`config.mk`:
```
export PLATFORM = sky130hd
export DESIGN_NAME = mux8to1_serializer_flat
export DESIGN_NICKNAME = d
export VERILOG_FILES = /design/src/rtl/mux8to1_serializer_if.sv /design/src/rtl/mux8to1_serializer.sv /design/src/flat_wrapper.sv
export SDC_FILE = /design/constraint.sdc
export NUM_CORES = 1
export LEC_CHECK = 0
export CORE_UTILIZATION = 45
export CTS_BUF_LIST = sky130_fd_sc_hd__clkbuf_4
export CTS_CLUSTER_DIAMETER = 100
export DETAILED_ROUTE_END_ITERATION = 8
export GPL_TIMING_DRIVEN = 0
export HOLD_SLACK_MARGIN = 0.1
export PLACE_DENSITY = 0.81
export SLEW_MARGIN = 5
export SYNTH_ARGS = -nofsm -noshare
export SYNTH_HDL_FRONTEND = slang
export SYNTH_SLANG_ARGS = --single-unit
```
`constraint.sdc`:
```
create_clock -name clk -period 1.8 [get_ports clk]
set_input_delay 0.54 -clock clk [delete_from_list [all_inputs] [get_ports clk]]
set_output_delay 0.54 -clock clk [all_outputs]
set_load 0.1 [all_outputs]
```
`src/rtl/mux8to1_serializer_if.sv`:
```
// ---------------------------------------------------------------------------
// mux8to1_serializer_if
// Bundles the parallel-word handshake and the serial slot outputs of
// mux8to1_serializer. The master side supplies words and observes the serial
// stream; the slave side is the serializer itself.
// ---------------------------------------------------------------------------
interface mux8to1_serializer_if;
    logic [7:0] D;
    logic       in_valid;
    logic       in_ready;
    logic       O;
    logic [2:0] S;
    logic       o_valid;
    logic       frame_sync;
    logic       parity_slot;

    modport master (
        output D,
        output in_valid,
        input  in_ready,
        input  O,
        input  S,
        input  o_valid,
        input  frame_sync,
        input  parity_slot
    );

    modport slave (
        input  D,
        input  in_valid,
        output in_ready,
        output O,
        output S,
        output o_valid,
        output frame_sync,
        output parity_slot
    );
endinterface

```
`src/rtl/mux8to1_serializer.sv`:
```
// ---------------------------------------------------------------------------
// mux8to1_serializer
// Captures an 8-bit word on a valid/ready handshake and emits it one channel
// per cycle on O (channel D[n] in slot n), with S carrying the channel index
// for the far-end 1-to-8 demux. frame_sync marks slot 0. A new word can be
// accepted in the final slot so frames run back to back without a gap.
//
// Optional feature (macro MUX8_PARITY_EN): each frame gains a ninth slot after
// slot 7 carrying the even parity of the word, with S=7 and parity_slot=1.
// That parity slot then becomes the final slot of the frame. Without the
// macro, frames are 8 slots long and parity_slot is tied low.
// ---------------------------------------------------------------------------
module mux8to1_serializer #(
    parameter logic IDLE_LEVEL = 1'b0
) (
    input  logic                   clk,
    input  logic                   rst_n,
    mux8to1_serializer_if.slave    bus
);

    typedef enum logic {
        IDLE = 1'b0,
        SEND = 1'b1
    } state_t;

    state_t     state_r;
    logic [2:0] slot_r;
    logic [7:0] word_r;
    logic       o_r;
    logic [2:0] s_r;
    logic       o_valid_r;
    logic       frame_sync_r;
`ifdef MUX8_PARITY_EN
    logic       par_phase_r;
    logic       parity_slot_r;
`endif

    logic       final_slot_s;
    logic       in_ready_s;
    logic       take_s;
    logic [2:0] next_slot_s;

    // Even parity of a word: 1 when the word holds an odd number of ones.
    function automatic logic even_parity(input logic [7:0] w);
        return ^w;
    endfunction

    // Final-slot detection, ready generation and handshake qualification.
    always_comb begin
        final_slot_s = 1'b0;
        next_slot_s  = slot_r + 3'd1;
        if (state_r == SEND) begin
`ifdef MUX8_PARITY_EN
            final_slot_s = par_phase_r;
`else
            final_slot_s = (slot_r == 3'd7);
`endif
        end else begin
            final_slot_s = 1'b0;
        end
        in_ready_s = (state_r == IDLE) || final_slot_s;
        take_s     = in_ready_s && bus.in_valid;
    end

    // Frame sequencer: state, slot counter, holding register and registered outputs.
    always_ff @(posedge clk or negedge rst_n) begin
        if (!rst_n) begin
            state_r       <= IDLE;
            slot_r        <= 3'd0;
            word_r        <= 8'h00;
            o_r           <= IDLE_LEVEL;
            s_r           <= 3'd0;
            o_valid_r     <= 1'b0;
            frame_sync_r  <= 1'b0;
`ifdef MUX8_PARITY_EN
            par_phase_r   <= 1'b0;
            parity_slot_r <= 1'b0;
`endif
        end else if (take_s) begin
            // Handshake: capture the word and present slot 0 immediately.
            state_r       <= SEND;
            slot_r        <= 3'd0;
            word_r        <= bus.D;
            o_r           <= bus.D[0];
            s_r           <= 3'd0;
            o_valid_r     <= 1'b1;
            frame_sync_r  <= 1'b1;
`ifdef MUX8_PARITY_EN
            par_phase_r   <= 1'b0;
            parity_slot_r <= 1'b0;
`endif
        end else begin
            case (state_r)
                IDLE: begin
                    state_r       <= IDLE;
                    slot_r        <= 3'd0;
                    o_r           <= IDLE_LEVEL;
                    s_r           <= 3'd0;
                    o_valid_r     <= 1'b0;
                    frame_sync_r  <= 1'b0;
`ifdef MUX8_PARITY_EN
                    par_phase_r   <= 1'b0;
                    parity_slot_r <= 1'b0;
`endif
                end
                SEND: begin
                    if (final_slot_s) begin
                        // Frame done and no new word offered: go quiet.
                        state_r       <= IDLE;
                        slot_r        <= 3'd0;
                        o_r           <= IDLE_LEVEL;
                        s_r           <= 3'd0;
                        o_valid_r     <= 1'b0;
                        frame_sync_r  <= 1'b0;
`ifdef MUX8_PARITY_EN
                        par_phase_r   <= 1'b0;
                        parity_slot_r <= 1'b0;
`endif
`ifdef MUX8_PARITY_EN
                    end else if (slot_r == 3'd7) begin
                        // Data slots exhausted: append the parity slot, S stays at 7.
                        state_r       <= SEND;
                        par_phase_r   <= 1'b1;
                        parity_slot_r <= 1'b1;
                        o_r           <= even_parity(word_r);
                        s_r           <= 3'd7;
                        o_valid_r     <= 1'b1;
                        frame_sync_r  <= 1'b0;
`endif
                    end else begin
                        state_r       <= SEND;
                        slot_r        <= next_slot_s;
                        o_r           <= word_r[next_slot_s];
                        s_r           <= next_slot_s;
                        o_valid_r     <= 1'b1;
                        frame_sync_r  <= 1'b0;
                    end
                end
                default: begin
                    state_r       <= IDLE;
                    slot_r        <= 3'd0;
                    o_r           <= IDLE_LEVEL;
                    s_r           <= 3'd0;
                    o_valid_r     <= 1'b0;
                    frame_sync_r  <= 1'b0;
`ifdef MUX8_PARITY_EN
                    par_phase_r   <= 1'b0;
                    parity_slot_r <= 1'b0;
`endif
                end
            endcase
        end
    end

    assign bus.in_ready   = in_ready_s;
    assign bus.O          = o_r;
    assign bus.S          = s_r;
    assign bus.o_valid    = o_valid_r;
    assign bus.frame_sync = frame_sync_r;
`ifdef MUX8_PARITY_EN
    assign bus.parity_slot = parity_slot_r;
`else
    assign bus.parity_slot = 1'b0;
`endif

endmodule

```
`src/flat_wrapper.sv`:
```
// flat-port wrapper written by rule: the top's interface ports become plain ports
module mux8to1_serializer_flat 
#(
    parameter logic IDLE_LEVEL = 1'b0
)
  (clk, rst_n, bus_D, bus_in_valid, bus_in_ready, bus_O, bus_S, bus_o_valid, bus_frame_sync, bus_parity_slot);
  mux8to1_serializer_if bus_i ();
  input  logic clk;
  input  logic rst_n;
  input wire logic [$bits(bus_i.D)-1:0] bus_D;
  input wire logic [$bits(bus_i.in_valid)-1:0] bus_in_valid;
  output wire logic [$bits(bus_i.in_ready)-1:0] bus_in_ready;
  output wire logic [$bits(bus_i.O)-1:0] bus_O;
  output wire logic [$bits(bus_i.S)-1:0] bus_S;
  output wire logic [$bits(bus_i.o_valid)-1:0] bus_o_valid;
  output wire logic [$bits(bus_i.frame_sync)-1:0] bus_frame_sync;
  output wire logic [$bits(bus_i.parity_slot)-1:0] bus_parity_slot;
  assign bus_i.D = bus_D;
  assign bus_i.in_valid = bus_in_valid;
  assign bus_in_ready = bus_i.in_ready;
  assign bus_O = bus_i.O;
  assign bus_S = bus_i.S;
  assign bus_o_valid = bus_i.o_valid;
  assign bus_frame_sync = bus_i.frame_sync;
  assign bus_parity_slot = bus_i.parity_slot;
  mux8to1_serializer #(.IDLE_LEVEL(IDLE_LEVEL)) u_core (.clk(clk), .rst_n(rst_n), .bus(bus_i));
endmodule
```
# After elaboration in Yosys (flattened, before gate mapping)
# Cells that the tools add are included.
word_totals:
  regBits: 14
  inputBits: 11
  out_inout_bits: 8
  word_cells: 24
op_classes:
  addsub: 1
  magnitude_cmp: 1
  n_eq_ne: 1
  muxes: 13
  n_bitwise: 1
  n_reduce_logical: 2
op_table:
  columns: ["cell", "n"]
  rows:
  - ["$mux 1", 7]
  - ["$mux 3", 2]
  - ["$pmux 3 s2", 1]
  - ["$lt 3x4->1 const B", 1]
  - ["$pmux 1 s2", 2]
  - ["$add 3x1->3 const B", 1]
  - ["$bmux 1 s3", 1]
  - ["$eq 3x3->1 const B", 1]
  - ["$logic_and 1x1->1", 1]
  - ["$logic_or 1x1->1", 1]
  - ["$not 1->1", 1]

# Longest topological paths before layout
# Gate-level depths: netlist (run 1).
logic_depth:
  ltp_word: 6
  ltp_mapped: 6
  mapped_depth_nobuf: 5

# Worst setup path after synthesis (run 1)
# Ideal clock, no wire load.
synth_timing:
  kind: "reg-to-reg"
  from: "register u_core.bus.S[0] (netlist name)"
  to: "register u_core.word_r[1]"
  setup_ns: 0.125
  t_arrival_ns: 2.475
  t_required_ns: 1.675
  slack_ns: -0.800
  stages_incl_launch_ff: 7
  path_buffers: 1
  period_less_slack_ns: 2.600
  cell_sequence: "dfrtp_1 ha_1 ha_1 nand2b_1 buf_2 nand2_2 mux2_2"
synth_rtl:
  columns: ["item", "line", "rtl"]
  rows:
  - ["to (signal assigned)", "mux8to1_serializer.sv:83", "word_r <= bus.D;"]
  - ["to (decl)", "mux8to1_serializer.sv:28", "logic [7:0] word_r;"]

==> impl_summary.md, run 1 <==
Detailed routing
The number of design-rule violations left by the first detailed-router iteration is 2. In the routed layout, each cell is associated on average with a via count of 5.24. The first TritonRoute pass finished after 4 iterations.

For this block, the via count after detailed routing is 419. After detailed routing, the number of remaining DRC violations is 0. The average wire length per cell after detail routing is 13.8 um. The number of antenna-violating nets in the routed design is 0.

Summed over all layers, the routed wires come to 1110 um.

Clock tree
The clock edge transition at the registers on the reported setup and hold paths is 80 ps. TritonCTS built the clock tree. For the worst-skew pair, the clock arrives at the later sink with an insertion delay of 270 ps. For this design, the sink count on the clock tree is 14.

The H-tree depth is 1. The buffer depth of the longest clock path is 2. The number of buffers created by CTS is 3. The clock root buffer master is sky130_fd_sc_hd__clkbuf_4.

Finish
The share of layout cells above drive strength 1 is 43.9%. The filler cell count is 92. The top cell types in the final layout, fill and taps aside, are 11 x sky130_fd_sc_hd__dfrtp_1, 10 x sky130_fd_sc_hd__clkdlybuf4s50_1, 6 x sky130_fd_sc_hd__mux2_2. Registers take 359 um2. The final layout contains 80 nets. The most common cell after layout, fill and taps aside is sky130_fd_sc_hd__dfrtp_1. From synthesis to final layout, the design area changed by 47.3%. The multi-input gate area in the final layout is 274 um2. For this run, the number of standard cells in the final layout without fillers is 80.

The repair_antennas step left the layout with diodes totalling 0.

Global routing
The first-pass GRT wire length is 1830 um. Entering global routing, the biggest net connects 15 pins. The number of global-route vias before repair is 429. The total congestion overflow after global routing is 0. The initial antenna violation count came to 0. The total global routing track utilization is 19.7%.

Logic synthesis
After synthesis, the largest area contributor takes up 58.6% of total cell area. Summing the areas of all and, or, nand and nor instances in the mapped netlist gives 8.79% of the synthesized area. The yosys synthesis warning count is 0. The post-synthesis average cell area is 13.6 um2. The main combinational cell family by area after synthesis is multiplexers. The number of different library cells used by synthesis comes to 18. Counting flops and latches in the post-synthesis netlist gives 14. After synthesis, the cell types taking the most area are sky130_fd_sc_hd__dfrtp_1 59%, sky130_fd_sc_hd__mux2_2 13%, sky130_fd_sc_hd__mux4_1 4.4%, sky130_fd_sc_hd__ha_1 4.2%, sky130_fd_sc_hd__nor2_1 2.5%. The cell type with the largest total area after synthesis is sky130_fd_sc_hd__dfrtp_1. In this run the cell area of the synthesized design comes to 598 um2. The XOR/XNOR share of the synthesized area is 0%. The proportion of synthesized area in mux cells is 19.2%. The number of cells produced by synthesis is 44. Counting every net in the synthesized netlist gives 57. For this run, the register share of the synthesized area comes to 58.6%.

Summing the areas of all compound-gate instances in the mapped netlist gives 4.60% of the synthesized area. The post-synthesis share of cell area spent on full adders, half adders and majority gates is 4.18%.

Die
The die outline width is 38.5 um. From bottom edge to top edge, the die measures 38.5 um. The area inside the core boundary is 0.00117 mm2. The placement row count is 12.

The initial core utilization is 51.1%. The overall die area is 0.00148 mm2. For this design the top-level I/O count stands at 19.

STA
The slew at the pin with the worst max-slew slack is 605 ps. The count of final max-slew check failures is 0. The final period demand of the worst path is 1930 ps. The number of hold violations in the final report came to 0.

Setup repair after global routing could not meet its margin everywhere. The final worst slack is -132 ps. The post-route fraction of the period consumed by the critical path is 107%.

The worst pin sits at a relative slew slack of 59.5%. For this run, the top clock speed supported by timing is 0.518 GHz. The clock tree skew after final layout is 0.263 ps.

Setup violations remaining at the end of the flow were counted as 1.

Worst setup path
The critical path required time is 1260 ps. The worst setup path is captured at an output pin. By startpoint and endpoint, the worst setup path is classified as reg -> out.

Data arrives at the worst endpoint at 1390 ps. The nature of the critical path startpoint is a register. The signal on the critical path passes through ha_4 -> ha_4 -> nand2b_4 -> buf_12. The buffers plus inverters on the worst setup path is 1. Along the worst path, the maximum fanout reaches 2. The largest stage delay on the critical path is 500 ps. The slowest library cell on the worst path is sky130_fd_sc_hd__dfrtp_4.

In this design, the critical path's most frequently occurring cell is sky130_fd_sc_hd__ha_4. The cell class contributing the biggest share of worst-path delay is flip-flops.

Run
The tool flagged a number of max-cap violations equal to 0.

Place
The number of buffer cells added on primary ports is 17. At the end of routability-driven placement, the weighted congestion stood at 0.794. Including well taps, the total number of placed cells is 75. The estimated wirelength of the detail-placed design is 835 um.

Outcome
The checks that failed: negative setup slack. The flow ran to the end, but the final reports show violations.

Worst hold path
The kind of path behind the tightest hold check is reg -> reg.
-- Yosys cell counts --
master / n
sky130_fd_sc_hd__mux2_2: 7
sky130_fd_sc_hd__conb_1: 1
sky130_fd_sc_hd__mux2i_1: 1
sky130_fd_sc_hd__and3_2: 1
sky130_fd_sc_hd__nand2b_1: 2
sky130_fd_sc_hd__inv_1: 3
sky130_fd_sc_hd__mux4_1: 1
sky130_fd_sc_hd__ha_1: 2
sky130_fd_sc_hd__nor2_1: 4
sky130_fd_sc_hd__a2111oi_0: 1
sky130_fd_sc_hd__o41ai_1: 1
sky130_fd_sc_hd__buf_2: 1
sky130_fd_sc_hd__nand3_1: 1
sky130_fd_sc_hd__nor2b_1: 1
sky130_fd_sc_hd__a21bo_2: 1
sky130_fd_sc_hd__dfrtp_1: 14
sky130_fd_sc_hd__buf_4: 1
sky130_fd_sc_hd__nand2_2: 1
-- cell families after synthesis --
logic type               Yosys count
flip-flops                        14
adder cells (fa/ha/maj)            2
buffers and inverters              5
multiplexers                       9
AO/OA/AOI/OAI                      3
AND/OR/NAND/NOR                   10
other                              1
-- state kept, by name, indices dropped and copies added (netlist names) --
signal / count
u_core.word_r: 8
u_core.bus.S: 3
u_core.bus.O: 1
u_core.bus.frame_sync: 1
u_core.bus.o_valid: 1
-- through the flow --
stage / worst slack, ps / TNS (ps) / utilization [%] / cell area [um2] / hold slack, ps
after floorplan: -55.7 / -402 / - / 672 / 244
after global placement: -793 / -2180 / 73.4 / 860 / 468
after detailed placement: -799 / -2240 / 73.4 / 860 / 468
after CTS: -242 / -242 / 75.2 / 881 / 487
after global routing: -175 / -175 / 75.2 / 881 / 500
final: -132 / -132 / 75.2 / 881 / 494
-- path summary, 6_finish.rpt --
check                                 start                to  slack (ps)  cells past startpoint
setup / recovery            u_core.bus.S[0]      bus_in_ready        -130                      4
hold / removal             u_core.word_r[0]  u_core.word_r[0]         490                      1
setup reg to reg            u_core.bus.S[0]  u_core.word_r[3]         120                      6
hold reg to reg            u_core.word_r[0]  u_core.word_r[0]         490                      1
max in group asynchronous             rst_n   u_core.bus.S[0]         710                      1
min in group asynchronous             rst_n      u_core.bus.O         640                      1
-- routing by layer --
| layer | wire length [um] | GRT usage (%) | vias up |
|---|---|---|---|
| met5 | 0 | 0 | - |
| met4 | 8 | 13.8 | 0 |
| met3 | 55 | 5.23 | 2 |
| met2 | 605 | 32.2 | 16 |
| met1 | 437 | 22.0 | 203 |
| li1 | - | - | 198 |
-- layout make-up --
class | instances | area share, %
Inverter | 3 | 1.28
Clock inverter | 1 | 0.426
Tap cell | 14 | 1.99
Buffer | 1 | 0.852
Sequential cell | 14 | 40.8
Clock buffer | 3 | 2.56
Timing Repair Buffer | 19 | 21.0
Multi-Input combinational cell | 25 | 31.1
-- repair_timing --
action	4_1_cts	5_1_grt
endpoints found under the hold margin	0	0
setup buffers	1	1
gates resized for setup	32	3
endpoints found under the setup margin	7	3
hold buffers	0	0
pin swaps	1	1
Power of run 1 is left out: the tool's default activity adds up to more than one toggle a clock period on the data nets, which glitch-free logic cannot reach.
==> run 2: changes to the inputs <==
- CORE_MARGIN: unset -> 8
- SLEW_MARGIN: 5 -> 30
==> impl_summary.md, run 2 (synthesis gave the netlist of run 1 again) <==
Outcome
The run finished, with violations left. The checks that failed: negative setup slack.

Global routing
The met1 track utilization from global routing is 9.48%. The total overflow left after global routing is 0. The pin count of the biggest net entering global routing is 15. For this run, the total global-route usage over all layers was measured as 8.91%.

The met3 capacity usage during global routing is 3.13%. The number of global-route vias before repair is 414. The initial antenna violation count is 0. In the global route stage, met2 resource usage came out at 13.6%. The first global-routing pass estimated 1770 um of wire. The layer with the highest usage after global routing is met2.

Die
In this run the standard cell core region covers 0.00127 mm2. From bottom edge to top edge, the die measures 52.5 um. The initial core utilization is 47.1%.

The die covers 0.00275 mm2. Pin placement for this block handled 19 I/O pins. Measured along the x axis, the die boundary spans 52.5 um. The initialized floorplan defines 13 standard-cell rows.

Worst setup path
Traced cell by cell, the critical path runs through ha_4 -> ha_4 -> nand2b_4 -> buf_12. The slowest library cell on the worst path is sky130_fd_sc_hd__dfrtp_4. The critical path required time is 1260 ps. For this run, the slowest stage of the critical path takes 490 ps. The startpoint identified for the worst register-to-register timing path is u_core.bus.S[1]. Of all nets on the critical path, the largest fanout is 3.

In this run the register-to-register setup slack is 30 ps. The nature of the critical path startpoint is a register. The logic depth of the worst register-to-register path is 7. The endpoint identified for the worst register-to-register timing path is u_core.word_r[6]. The critical setup path kind is reg -> out. At the worst endpoint, the arrival time is 1390 ps. The cell with the most instances on the worst path is sky130_fd_sc_hd__ha_4. The type of element capturing the critical path is an output pin.

STA
Between clock sinks in the finished design, the worst skew comes to 6.74 ps. The final critical path takes up 107% of the cycle. Setup repair after global routing could not meet its margin everywhere. Based on the critical path, the design can be clocked at up to 0.518 GHz. Across all setup checks in the final design, the least slack found is -131 ps. The number of hold violations in the final report is 0.

The minimum hold slack is 490 ps. Subtracting the final worst setup slack from the clock period gives 1930 ps. The count of final max-slew check failures was 0. At the pin with the least slew margin, the transition time is 597 ps.

The headroom to the max-slew limit is 60.0%. Setup violations remaining at the end of the flow were counted as 1.

Finish
The register with the most flip-flops in the layout has 8 of them. The multi-input combinational cells in the finished layout cover a total of 274 um2. Leaving out fill and tap cells, the most frequent cell in the layout is sky130_fd_sc_hd__dfrtp_1. Cells with a size suffix above 1 make up 47.1% of the layout.

The area growth from synthesis to layout is 52.5%. The top cell types in the final layout, fill and taps aside, are 11 x sky130_fd_sc_hd__dfrtp_1, 10 x sky130_fd_sc_hd__clkdlybuf4s50_1, 8 x sky130_fd_sc_hd__buf_4. The filler cells instantiated in the layout total 104. The antenna diode count is 0. The register with the highest flop count is u_core.word_r. The final layout net count is 84.

Across the whole layout, storage elements account for 359 um2.

Worst hold path
For hold timing, the worst endpoint is u_core.word_r[0]. The kind of path behind the tightest hold check is reg -> reg. The number of cells traversed by the worst hold path is 1.

The startpoint identified for the worst hold timing path is u_core.word_r[0].

Detailed routing
After detailed routing, the number of remaining DRC violations is 0. Summing over every cut layer, the via total after detailed routing is 416. After detailed routing, the average wire length per cell comes to 13.5 um. Before antenna repair, the detailed router went through 4 iterations. The first routing iteration left 4 violations. The routed via count divided by cell count is 4.89.

The number of antenna-violating nets in the routed design is 0. The post-detailed-routing wire length is 1150 um.

Place
Buffers placed on the I/O ports in this run total 17. Summed over all nets, the half-perimeter wirelength after detailed placement is 871 um. The weighted congestion at the end of routability-driven global placement is 0.732.

Clock tree
For this design, the sink count on the clock tree is 14. The clock tree from TritonCTS is done. The H-tree depth is 1.

The cell sitting at the root of the clock tree is a sky130_fd_sc_hd__clkbuf_4. The worst-skew pair later-pin latency is 280 ps. The buffer depth of the longest clock path is 2. The number of buffers created by CTS is 3.

The clock edge transition at the registers on the reported setup and hold paths is 80 ps.

Run
The number of maximum-capacitance violations is 0.
## run 2: worst max path at each step
stage | start | endpoint | slack (ps)
floorplan | u_core.bus.S[0] | bus_in_ready | -60
global placement | u_core.bus.S[0] | bus_in_ready | -800
detailed placement | u_core.bus.S[0] | bus_in_ready | -820
CTS | u_core.bus.S[1] | bus_in_ready | -230
global route | u_core.bus.S[1] | bus_in_ready | -170
finish | u_core.bus.S[1] | bus_in_ready | -130
## run 2: critical path: cells and delay by family (launching register included)
family,cells,cell delay [ps]
flops,1,490
simple gates,1,150
buf+inv,1,170
fa+ha+maj,2,310
## run 2: metrics by stage
step                setup slack [ps]  setup TNS (ps)  util [%]  std cells  area, um2
finish                          -131            -131      71.9         85        912
detailed placement              -820           -2290      67.9         76        861
floorplan                      -55.7            -402         -         44        672
CTS                             -230            -230      69.4         80        881
global placement                -803           -2240      67.9         76        861
global route                    -166            -182      71.9         85        912
## run 2: final cells by class
type	count	share of cell area, %
clock inverter	1	0.412
sequential	14	39.4
buffer	1	0.823
clock buffer	3	2.47
inverter	3	1.23
timing repair buffer	23	23.6
tap	15	2.06
multi-input combinational	25	30.0
## run 2: routing by layer
metal,up-vias,wire [um]
met5,-,0
li1,202,-
met1,196,452
met3,4,88
met2,14,572
met4,0,33
## run 2: repair_timing
item / CTS / global route
gates cloned: 0 / 0
hold endpoints to repair: 0 / 0
endpoints found under the setup margin: 7 / 3
buffers inserted: 1 / 5
resized for setup: 33 / 2
hold buffers: 0 / 0
Power of run 2 is left out for the same reason.
==> run 3: changes to the inputs <==
- REMOVE_ABC_BUFFERS: unset -> 1
==> impl_summary.md, run 3 (synthesis gave the netlist of run 1 again) <==
Detailed routing
The post-detailed-routing wire length is 1050 um. The first detailed-routing pass ran for 4 iterations. The final route contains 405 vias. The routed via count divided by cell count is 4.94. Dividing the detail-routed wire length by the instance count gives 12.8 um. The remaining routing DRC violations is 0. The number of antenna-violating nets in the routed design is 0. For this block, the initial DRC count from the detailed router was 3.

Finish
The most common cell after layout, fill and taps aside is sky130_fd_sc_hd__dfrtp_1. Leaving out fill and tap cells, the most frequent cells in the layout are 14 x sky130_fd_sc_hd__dfrtp_1, 10 x sky130_fd_sc_hd__clkdlybuf4s50_1, 7 x sky130_fd_sc_hd__mux2_2. Relative to the synthesized area, the layout overhead comes to 47.3%.

0 antenna diodes ended up in the layout. The register with the highest flop count is u_core.word_r. After routing the design area is 881 um2. The share of layout cells above drive strength 1 is 41.8%. The core occupancy in the finished layout is 69.4%. The final layout net count is 82. The register with the most flip-flops in the layout has 8 of them.

Worst setup path
The critical path required time is 1260 ps. For the worst setup path, the data arrival time is 1330 ps. The critical path is of the reg -> out type. The nature of the critical path startpoint is a register.

The type of element capturing the critical path is an output pin. In this run the worst path has a maximum fanout of 4.

Global routing
The number of global-route vias before repair is 442. The initial antenna violation count was 0. The total global routing track utilization is 8.99%. The pin count of the biggest net entering global routing is 15. Summed over all layers, the global routing overflow is 0. The first-pass GRT wire length is 1860 um.

STA
Derived from the worst setup path, the maximum achievable clock frequency is 0.534 GHz. The clock tree skew after final layout is 1.50 ps. The count of final max-slew check failures is 0. Dividing the final minimum period by the clock period gives 104%. The count of endpoints failing setup in the final report is 1. The final worst slack is -72.3 ps. The headroom to the max-slew limit is 59.4%.

The worst path in the final design needs a cycle of 1870 ps, including I/O delays and setup. Setup repair after global routing could not meet its margin everywhere. The slew at the pin with the worst max-slew slack is 607 ps. The number of hold violations in the final report is 0.

Die
The die is 52.5 um wide. The initial utilization of the core area, before any placement, comes to 47.1%. The placement row count is 13. The floorplan step defined a die boundary enclosing 0.00275 mm2. The die is 52.5 um tall. The total area inside the core boundary comes to 0.00127 mm2. The count of pins on the block boundary is 19.

Clock tree
The buffer depth of the longest clock path is 2. The worst-skew pair later-pin latency is 260 ps. Clock tree synthesis found a total of 14 sinks. Buffers inserted during clock tree synthesis total 3. TritonCTS built the clock tree.

The clock root buffer master is sky130_fd_sc_hd__clkbuf_4. The clock edge transition at the registers on the reported setup and hold paths is 70 ps. The number of hold buffers added after CTS is 0. The H-tree depth is 1.

Place
The congestion estimate from routability-driven global placement came to 0.743. The post-place instance area is 774 um2. Input and output buffers added on the ports amount to 17. Summed over all nets, the half-perimeter wirelength after detailed placement is 823 um.

Outcome
The checks that failed: negative setup slack. The flow ran to the end, but the final reports show violations.

Worst hold path
The kind of path behind the tightest hold check is reg -> reg.

Run
The number of maximum-capacitance violations is 0.
[run 3: area by class of cell]
class / count / area [um2]
clock buffers: 3 / 22.5
fillers: 101 / 388
inverters: 3 / 11.3
multi-input cells: 25 / 260
flip-flops and latches: 14 / 350
well taps: 15 / 18.8
repair buffers: 22 / 218
[run 3: path summary, 6_finish.rpt]
kind | end | slack [ps] | startpoint | cells past startpoint
setup / recovery | bus_in_ready | -70 | u_core.bus.S[0] | 4
hold / removal | u_core.word_r[0] | 490 | u_core.word_r[0] | 1
setup reg to reg | u_core.word_r[4] | 70 | u_core.bus.S[0] | 7
hold reg to reg | u_core.word_r[0] | 490 | u_core.word_r[0] | 1
max in group asynchronous | u_core.word_r[0] | 750 | rst_n | 1
min in group asynchronous | u_core.word_r[3] | 650 | rst_n | 1
[run 3: layer usage]
layer / track usage, % / wire length (um)
met1: 9.21 / 412
met2: 15.6 / 553
met5: 0 / 0
met3: 1.99 / 69
met4: 6.47 / 12
[run 3: stage by stage]
stage,setup TNS (ps),cells,worst slack [ps],hold slack [ps]
2_1_floorplan,-15130,42,-1200,244
3_3_place_gp,-2200,74,-928,467
3_5_place_dp,-2210,74,-925,478
4_1_cts,-107,78,-107,495
5_1_grt,-122,82,-122,526
6_report,-72.3,82,-72.3,493
[run 3: critical path: stages, from the launching register on]
cell                       delay [ps]
sky130_fd_sc_hd__dfrtp_1          400
sky130_fd_sc_hd__ha_2             190
sky130_fd_sc_hd__ha_4             150
sky130_fd_sc_hd__nand2b_4         160
sky130_fd_sc_hd__buf_12           170
[run 3: timing repair]
item                       in CTS  in global routing
buffers inserted                1                  4
resized for setup              32                  5
pin swaps                       1                  0
setup endpoints to repair      14                  3
gates cloned                    0                  0
Power of run 3 is left out for the same reason.
